**src/rtl/uart_pkg.sv**
```systemverilog
// Shared UART definitions: nominal timing constants, receiver state encoding
// and the parity helper shared by the receiver and the transmitter.
package uart_pkg;

  localparam int CLKS_PER_BIT = 13;
  localparam int SAMPLE_POINT = 6;
  localparam int DATA_BITS    = 8;

  typedef enum logic [2:0] {
    IDLE      = 3'd0,
    START     = 3'd1,
    DATA      = 3'd2,
    PARITY    = 3'd3,
    STOP      = 3'd4,
    WAIT_HIGH = 3'd5
  } rx_state_e;

  // Parity bit that makes the frame match the selected sense (0 = even, 1 = odd).
  function automatic logic calc_parity(input logic [DATA_BITS-1:0] data,
                                       input logic                 parity_type);
    return (^data) ^ parity_type;
  endfunction

endpackage

```
**src/rtl/uart_rx_if.sv**
```systemverilog
// Serial-line and result signals of the UART receiver, bundled with
// modports for the receiver (slave) and whatever drives and observes it (master).
interface uart_rx_if;
  logic       rx;
  logic       parity_type;
  logic [7:0] rx_msg;
  logic       rx_parity;
  logic       rx_complete;
  logic       parity_err;
  logic       framing_err;

  modport master (
    output rx, parity_type,
    input  rx_msg, rx_parity, rx_complete, parity_err, framing_err
  );

  modport slave (
    input  rx, parity_type,
    output rx_msg, rx_parity, rx_complete, parity_err, framing_err
  );
endinterface

```
**src/rtl/uart_sync2.sv**
```systemverilog
// Two-flop synchronizer for an idle-high asynchronous line; resets to 1 so
// that reset never looks like a start bit.
module uart_sync2 (
  input  logic clk_3125,
  input  logic rst,
  input  logic i_d,
  output logic o_q
);

  logic r_meta;
  logic r_sync;

  always_ff @(posedge clk_3125 or posedge rst) begin
    if (rst) begin
      r_meta <= 1'b1;
      r_sync <= 1'b1;
    end else begin
      r_meta <= i_d;
      r_sync <= r_meta;
    end
  end

  assign o_q = r_sync;

endmodule

```
**src/rtl/uart_rx.sv**
```systemverilog
// UART receiver: start, 8 data bits MSB first, parity, stop. Samples once per
// bit at a fixed offset from start detection and reports parity/framing errors.
module uart_rx #(
  parameter int CLKS_PER_BIT = uart_pkg::CLKS_PER_BIT,
  parameter int SAMPLE_POINT = uart_pkg::SAMPLE_POINT
) (
  input  logic      clk_3125,
  input  logic      rst,
  uart_rx_if.slave  bus
);
  import uart_pkg::*;

  localparam logic [3:0] LAST_CNT   = 4'(CLKS_PER_BIT - 1);
  localparam logic [3:0] SAMPLE_CNT = 4'(SAMPLE_POINT);
  localparam logic [3:0] LAST_BIT   = 4'(DATA_BITS - 1);

  logic w_rx_s;

  rx_state_e r_state, w_state_next;
  logic [3:0] r_clk_cnt, w_clk_cnt_next;
  logic [3:0] r_bit_cnt, w_bit_cnt_next;
  logic [7:0] r_shift, w_shift_next;
  logic       r_par_bit, w_par_bit_next;
  logic       r_ptype, w_ptype_next;
  logic [7:0] r_msg, w_msg_next;
  logic       r_parity, w_parity_next;
  logic       r_complete, w_complete_next;
  logic       r_perr, w_perr_next;
  logic       r_ferr, w_ferr_next;

  uart_sync2 u_sync (
    .clk_3125 (clk_3125),
    .rst      (rst),
    .i_d      (bus.rx),
    .o_q      (w_rx_s)
  );

  always_ff @(posedge clk_3125 or posedge rst) begin
    if (rst) begin
      r_state    <= IDLE;
      r_clk_cnt  <= '0;
      r_bit_cnt  <= '0;
      r_shift    <= '0;
      r_par_bit  <= 1'b0;
      r_ptype    <= 1'b0;
      r_msg      <= '0;
      r_parity   <= 1'b0;
      r_complete <= 1'b0;
      r_perr     <= 1'b0;
      r_ferr     <= 1'b0;
    end else begin
      r_state    <= w_state_next;
      r_clk_cnt  <= w_clk_cnt_next;
      r_bit_cnt  <= w_bit_cnt_next;
      r_shift    <= w_shift_next;
      r_par_bit  <= w_par_bit_next;
      r_ptype    <= w_ptype_next;
      r_msg      <= w_msg_next;
      r_parity   <= w_parity_next;
      r_complete <= w_complete_next;
      r_perr     <= w_perr_next;
      r_ferr     <= w_ferr_next;
    end
  end

  always_comb begin
    w_state_next    = r_state;
    w_clk_cnt_next  = r_clk_cnt;
    w_bit_cnt_next  = r_bit_cnt;
    w_shift_next    = r_shift;
    w_par_bit_next  = r_par_bit;
    w_ptype_next    = r_ptype;
    w_msg_next      = r_msg;
    w_parity_next   = r_parity;
    w_complete_next = 1'b0;
    w_perr_next     = r_perr;
    w_ferr_next     = r_ferr;

    unique case (r_state)
      IDLE: begin
        if (!w_rx_s) begin
          w_state_next   = START;
          w_clk_cnt_next = '0;
          w_bit_cnt_next = '0;
          w_ptype_next   = bus.parity_type;
        end
      end
      START: begin
        // A start bit that is already gone at mid-bit is treated as noise.
        if (r_clk_cnt == SAMPLE_CNT) begin
          w_clk_cnt_next = '0;
          w_state_next   = w_rx_s ? IDLE : DATA;
        end else begin
          w_clk_cnt_next = r_clk_cnt + 4'd1;
        end
      end
      DATA: begin
        if (r_clk_cnt == LAST_CNT) begin
          w_shift_next   = {r_shift[6:0], w_rx_s};
          w_clk_cnt_next = '0;
          if (r_bit_cnt == LAST_BIT) begin
            w_bit_cnt_next = '0;
            w_state_next   = PARITY;
          end else begin
            w_bit_cnt_next = r_bit_cnt + 4'd1;
          end
        end else begin
          w_clk_cnt_next = r_clk_cnt + 4'd1;
        end
      end
      PARITY: begin
        if (r_clk_cnt == LAST_CNT) begin
          w_par_bit_next = w_rx_s;
          w_clk_cnt_next = '0;
          w_state_next   = STOP;
        end else begin
          w_clk_cnt_next = r_clk_cnt + 4'd1;
        end
      end
      STOP: begin
        if (r_clk_cnt == LAST_CNT) begin
          w_msg_next      = r_shift;
          w_parity_next   = r_par_bit;
          w_perr_next     = (r_par_bit != calc_parity(r_shift, r_ptype));
          w_ferr_next     = ~w_rx_s;
          w_complete_next = 1'b1;
          w_clk_cnt_next  = '0;
          w_state_next    = w_rx_s ? IDLE : WAIT_HIGH;
        end else begin
          w_clk_cnt_next = r_clk_cnt + 4'd1;
        end
      end
      WAIT_HIGH: begin
        // A held-low line (break) must go high before another start is accepted.
        if (w_rx_s) begin
          w_state_next = IDLE;
        end
      end
      default: begin
        w_state_next   = IDLE;
        w_clk_cnt_next = '0;
        w_bit_cnt_next = '0;
      end
    endcase
  end

  assign bus.rx_msg      = r_msg;
  assign bus.rx_parity   = r_parity;
  assign bus.rx_complete = r_complete;
  assign bus.parity_err  = r_perr;
  assign bus.framing_err = r_ferr;

endmodule

```
**src/flat_wrapper.sv**
```systemverilog
// flat-port wrapper written by rule: the top's interface ports become plain ports
module uart_rx_flat import uart_pkg::*;
#(
  parameter int CLKS_PER_BIT = uart_pkg::CLKS_PER_BIT,
  parameter int SAMPLE_POINT = uart_pkg::SAMPLE_POINT
)
  (clk_3125, rst, bus_rx, bus_parity_type, bus_rx_msg, bus_rx_parity, bus_rx_complete, bus_parity_err, bus_framing_err);
  uart_rx_if bus_i ();
  input  logic clk_3125;
  input  logic rst;
  input wire logic [$bits(bus_i.rx)-1:0] bus_rx;
  input wire logic [$bits(bus_i.parity_type)-1:0] bus_parity_type;
  output wire logic [$bits(bus_i.rx_msg)-1:0] bus_rx_msg;
  output wire logic [$bits(bus_i.rx_parity)-1:0] bus_rx_parity;
  output wire logic [$bits(bus_i.rx_complete)-1:0] bus_rx_complete;
  output wire logic [$bits(bus_i.parity_err)-1:0] bus_parity_err;
  output wire logic [$bits(bus_i.framing_err)-1:0] bus_framing_err;
  assign bus_i.rx = bus_rx;
  assign bus_i.parity_type = bus_parity_type;
  assign bus_rx_msg = bus_i.rx_msg;
  assign bus_rx_parity = bus_i.rx_parity;
  assign bus_rx_complete = bus_i.rx_complete;
  assign bus_parity_err = bus_i.parity_err;
  assign bus_framing_err = bus_i.framing_err;
  uart_rx #(.CLKS_PER_BIT(CLKS_PER_BIT), .SAMPLE_POINT(SAMPLE_POINT)) u_core (.clk_3125(clk_3125), .rst(rst), .bus(bus_i));
endmodule
```
**config.mk**
```make
export PLATFORM = sky130hd
export DESIGN_NAME = uart_rx_flat
export DESIGN_NICKNAME = d
export VERILOG_FILES = /design/src/rtl/uart_pkg.sv /design/src/rtl/uart_rx_if.sv /design/src/rtl/uart_sync2.sv /design/src/rtl/uart_rx.sv /design/src/flat_wrapper.sv
export SDC_FILE = /design/constraint.sdc
export NUM_CORES = 1
export LEC_CHECK = 0
export CELL_PAD_IN_SITES_DETAIL_PLACEMENT = 1
export CELL_PAD_IN_SITES_GLOBAL_PLACEMENT = 2
export CORE_ASPECT_RATIO = 2
export CORE_MARGIN = 1
export CORE_UTILIZATION = 40
export CTS_BUF_LIST = sky130_fd_sc_hd__clkbuf_4 sky130_fd_sc_hd__clkbuf_8 sky130_fd_sc_hd__clkbuf_16
export CTS_CLUSTER_SIZE = 28
export DETAILED_ROUTE_END_ITERATION = 8
export PLACE_DENSITY_LB_ADDON = 0.08
export RECOVER_POWER = 100
export SLEW_MARGIN = 0
export SYNTH_ARGS = -nofsm -noshare
export SYNTH_HDL_FRONTEND = slang
export SYNTH_SLANG_ARGS = --single-unit
```
**constraint.sdc**
```tcl
create_clock -name clk_3125 -period 2.8 [get_ports clk_3125]
set_input_delay 0.42 -clock clk_3125 [delete_from_list [all_inputs] [get_ports clk_3125]]
set_output_delay 0.42 -clock clk_3125 [all_outputs]
set_load 0.01 [all_outputs]
```
### Yosys cells after proc, flatten, opt, wreduce, memory -nomap -nowiden

Cells that the tools add are included.

| word-level totals | value |
|---|---|
| flip-flop bits (word level) | 35 |
| bits of input ports | 4 |
| logic and storage cells | 65 |

| operators by class | value |
|---|---|
| $add $sub $neg | 2 |
| equal/unequal tests | 16 |
| mux-type cells | 19 |
| bitwise gates (word level) | 4 |
| reduce and logical (&&, ||, !) cells | 11 |

Operators by type and width:

| cell | count |
|---|---|
| two-way mux 3 bit | 8 |
| two-way mux 4 bit | 5 |
| case mux 3 bit (6 select lines) | 1 |
| case mux 4 bit (4 select lines) | 1 |
| case mux 4 bit (3 select lines) | 1 |
| inequality test 2 x 1 -> 1 bit, second input constant | 5 |
| AND reduction 2 bit | 5 |
| adder 4 x 1 -> 4 bit, second input constant | 2 |
| == test 4 x 3 -> 1 bit, second input constant | 2 |
| parity 8 bit | 1 |
| AND reduction 7 bit | 1 |
| == test 3 x 2 -> 1 bit, second input constant | 2 |
| == test 3 bit, second input constant | 2 |
| == test 4 bit, second input constant | 1 |
| inequality test 2 bit, second input constant | 2 |
| OR reduction 4 bit | 1 |
| == test 3 x 1 -> 1 bit, second input constant | 1 |
| zero test 3 bit | 1 |
| NOT 1 bit | 3 |
| AND reduction 3 bit | 1 |
| OR reduction 3 bit | 1 |
| two-way mux 1 bit | 2 |
| two-way mux 2 bit | 1 |
| inequality test 1 bit | 1 |
| XOR 1 bit | 1 |

### Longest topological paths before layout

| depth | value |
|---|---|
| word-level depth | 4 |
| mapped depth | 8 |
| depth with buffers taken out | 6 |

### Cells and area by module

From an unflattened synthesis, not the netlist that was laid out.

| second synthesis, totals | value |
|---|---|
| cell total of the unflattened synthesis | 156 |
| area, all modules | 1702.9 µm² |

Modules (own cells, without submodules):

| module | instances | cells an instance | area an instance (µm²) | seq. area each (µm²) |
|---|---|---|---|---|
| uart_rx | 1 | 153 | 1646.6 | 825.8 |
| uart_sync2 | 1 | 3 | 56.3 | 52.6 |

### Worst setup path before layout

No wires, ideal clock.

| timing | value |
|---|---|
| path kind | register to register |
| from | register u_core.r_clk_cnt[0] |
| to | register u_core.r_clk_cnt[3] |
| data arrival time | 1750 ps |
| path slack | 984 ps |
| cell stages (with the launch flop) | 7 |
| path buffers | 0 |
| period minus slack after synthesis | 1816 ps |
| path through | dfrtp_1 inv_1 ha_1 and3b_1 or4_4 a2111oi_1 a221o_1 |

| on the way | value |
|---|---|
| cells in the longest elaborated chain, start to end | 3 |

RTL lines:

| element | line | source |
|---|---|---|
| start, declared | uart_rx.sv:20 | `logic [3:0] r_clk_cnt, w_clk_cnt_next;` |
| start signal, assigned | uart_rx.sv:53 | `r_clk_cnt <= w_clk_cnt_next;` |
| adder 4 x 1 -> 4 bit, or another cell as far along | n/a |  |
| two-way mux 4 bit (on tied branches) | n/a |  |
| case mux 4 bit (4 select lines) * | uart_rx.sv:79 | `unique case (r_state)` |

Every way passes the cells marked *; elsewhere a longest branch is shown, timed or not.
A chain may end at the register's enable or synchronous reset.

### Worst setup path in the final report

| timing | value |
|---|---|
| from | register u_core.r_state[1] |
| to | register u_core.r_clk_cnt[3] |

| on the way | value |
|---|---|
| cells in the longest elaborated chain, start to end | 3 |

RTL lines:

| element | line | source |
|---|---|---|
| start, declared | uart_rx.sv:19 | `rx_state_e r_state, w_state_next;` |
| start signal, assigned | uart_rx.sv:52 | `r_state <= w_state_next;` |
| == test 3 x 2 -> 1 bit, or another cell as far along | uart_rx.sv:79 |  |
| OR reduction 3 bit (no source line), or another cell as far along | n/a |  |
| case mux 4 bit (4 select lines) or AND reduction 2 bit (tied branches) | n/a |  |

Parallel ways exist; a longest one is shown, timed or not.

==> results.md <==
* Via density at 5.36
* Cell Chain, Critical Path: nor3b_1 -> o21ai_0 -> nand2_1 -> a221o_1
* H-tree depth at 2
* Cts bufs inserted at 5
* Post-detail-place hpwl at 2.68 mm
* Max VDD drop at 0.356 mV
* Clock-pin transition on the worst setup and hold timing paths at 0.07 ns
* Final Hold Vio Count at 0
* DR WL/cell at 16.8 um
* Synth top area cells: dfrtp_1 (50%), mux2_2 (13%), dfstp_2 (3.2%)
* Number of buffers added on ports at 15
* Netlist cell types at 42
* Crit path kind: reg2reg
* Max Cap Viol at 0
* Core ar. at 3920 um^2
* GR Util All Layers at 0.191
* Router iterations before antenna repair at 2
* Post-synth EDFFs at 0
* Min Tclk post-route at 1.98 ns
* CP Max Fanout at 15
* N_diodes at 0
* Clk sinks at 35
* Reg2reg setup slack at 0.82 ns
* Power per cell area at 726 nW/um^2
* Post-Syn Area per Cell at 11.8 um^2
* Worst-Margin Slew at 0.665 ns
* Yosys warning count at 0
* Share of cells above drive strength 1 at 0.219
* Layout fillers at 454
* CTS resizes at 0
* Worst path max stage delay at 0.65 ns
* Initial antenna violation count at 0
* GRT overflow at 0
* Full die area at 4420 um^2
* Vias at 1,132
* Fin nets at 167
* GPL Wtd Cong at 0.802
* CTS root buffer: clkbuf_8
* Status: completed
* Height of the chip at 93.0 um
* Pins over their slew limit at 0
* Initial Util at 0.423
* Final setup vio count at 0
* Worst r2r src: u_core.r_state[1]
* Synthesized instance count at 141
* Top_reg_cell synth: dfrtp_1
* Post-route setup TNS at 0 ns
* R2R depth at 4
* Slew HR at 0.552
* Postcts setup bufs at 0
* Critical Path Source: u_core.r_state[1]
* Final setup skew at 0.00333 ns
* Critical Path End: u_core.r_clk_cnt[3]
* Most instantiated library cell after synthesis: dfrtp_1
* First-pass GRT wire length at 5.81 mm
* Wire length after detailed routing at 3.55 mm
* Final period util at 0.706
* Residual DRC count at 0
* Boundary Pins at 16
* CTS tree: yes
* Detail Route Antenna Nets at 0
* Clock insertion delay at the later pin of the skew report at 0.28 ns
* Top cells by count, synth: dfrtp_1 (33), mux2_2 (19), nand2_1 (13), o21ai_0 (9)
* Worst EP required at 2.97 ns
* Leakage at 0.959 nW
* Clk buf depth at 2
* Post-synthesis net count at 149
* Area share of the largest cell type after synthesis at 0.498
* Post-synthesis register bit count at 35
* Critical Path Sink Type: flop
* Row cnt at 32
* Vias in the first global route at 1,220
* Crit path launch type: flop
* Worst r2r dst: u_core.r_clk_cnt[3]
* Largest net degree at the start of global routing at 36
* Post-Syn Area at 1660 um^2
* Worst path slowest cell: dfrtp_1
* Die Width at 47.5 um
* RSZ-0062 raised after global routing: no
* Area growth from synthesis to layout at 17.7%
* Total power at 0.00142 W
* # hold bufs at CTS at 0
* Hold Path Class: reg2reg
* Sequential fraction of the synthesis area at 0.530
* Synth area leader: dfrtp_1
* Initial DRC count at 7
* Peak Freq at 506 MHz
* Critical Path AT at 2.14 ns
* Post-synthesis async set-or-reset flop share at 1.00
-- area by class of cell --
class                   count  area [um^2]  share of cell area
well taps                  51         63.8              0.0327
clock inverters             1         5.00             0.00257
clock buffers               7         90.1              0.0462
repair buffers             16          158              0.0808
flip-flops and latches     35          878               0.450
multi-input cells          95          733               0.376
inverters                   6         22.5              0.0115
-- metrics by stage --
| stage | std cells | area, um^2 | worst slack (ns) | hold slack, ns | utilization |
|---|---|---|---|---|---|
| 6_report | 211 | 1950 | 0.825 | 0.366 | 0.497 |
| 3_3_place_gp | 203 | 1860 | 0.886 | 0.348 | 0.473 |
| 2_1_floorplan | 141 | 1660 | 0.984 | 0.345 | - |
| 4_1_cts | 211 | 1950 | 0.813 | 0.367 | 0.497 |
| 3_5_place_dp | 203 | 1860 | 0.831 | 0.359 | 0.473 |
| 5_1_grt | 211 | 1950 | 0.654 | 0.367 | 0.497 |
-- report_power, final --
| part | switching, W | internal, W | leakage, nW |
|---|---|---|---|
| sequential | 0.000109 | 0.000568 | 0.467 |
| clock | 0.000176 | 0.000208 | 0.0517 |
| combinational | 0.000183 | 0.000171 | 0.440 |
| total | 0.000468 | 0.000948 | 0.959 |
-- layout by cell type, fill, tap and decap left out, types with 2 or more instances in the layout --
cell type / netlist / layout
nor2b_1: 2 / 2
nand3_1: 5 / 5
a21oi_1: 2 / 2
dfrtp_1: 33 / 33
nand2_1: 13 / 13
inv_1: 6 / 6
clkbuf_8: 0 / 6
nor2_1: 5 / 5
mux2_2: 19 / 19
dfstp_2: 2 / 2
a31oi_1: 3 / 3
xnor2_1: 6 / 6
dlygate4sd3_1: 0 / 14
o21ai_0: 9 / 9
ha_1: 4 / 4
-- worst max-delay path: cells and delay by family, from the launching register on --
kind / cells / cell delay [ns]
and+or+nand+nor: 2 / 0.31
DFF: 1 / 0.65
AOI/OAI and AO/OA: 2 / 0.90
-- cells by family after synthesis --
group | after synthesis | synth area share
adder cells (fa/ha/maj) | 4 | 0.0302
flip-flops | 35 | 0.530
multiplexers | 19 | 0.129
buffers and inverters | 11 | 0.0272
AO/OA/AOI/OAI | 24 | 0.101
AND/OR/NAND/NOR | 40 | 0.132
XOR/XNOR | 8 | 0.0506
-- sequential cells by signal (all words and copies together), names as in the netlist --
| register | cells |
|---|---|
| u_core.bus.framing_err | 1 |
| u_core.bus.parity_err | 1 |
| u_core.bus.rx_complete | 1 |
| u_core.bus.rx_msg | 8 |
| u_core.bus.rx_parity | 1 |
| u_core.r_bit_cnt | 4 |
| u_core.r_clk_cnt | 4 |
| u_core.r_par_bit | 1 |
| u_core.r_ptype | 1 |
| u_core.r_shift | 8 |
| u_core.r_state | 3 |
| u_core.u_sync.o_q | 1 |
| u_core.u_sync.r_meta | 1 |
-- metal layers --
metal / up-vias / wire (um) / GRT usage
met3: 8 / 71 / 0.0290
li1: 533 / - / -
met5: - / 0 / 0
met2: 15 / 2130 / 0.347
met4: 0 / 94 / 0.0929
met1: 576 / 1260 / 0.191
-- worst min-delay path by stage --
stage	from	cells after the start	slack (ns)	endpoint
6_report	u_core.u_sync.r_meta	0	0.37	u_core.u_sync.o_q
3_5_place_dp	u_core.u_sync.r_meta	0	0.36	u_core.u_sync.o_q
3_3_place_gp	u_core.u_sync.r_meta	0	0.35	u_core.u_sync.o_q
5_1_grt	u_core.u_sync.r_meta	0	0.37	u_core.u_sync.o_q
2_1_floorplan	u_core.u_sync.r_meta	0	0.35	u_core.u_sync.o_q
4_1_cts	u_core.u_sync.r_meta	0	0.37	u_core.u_sync.o_q
No activity file was read; power rests on OpenSTA's default activity.
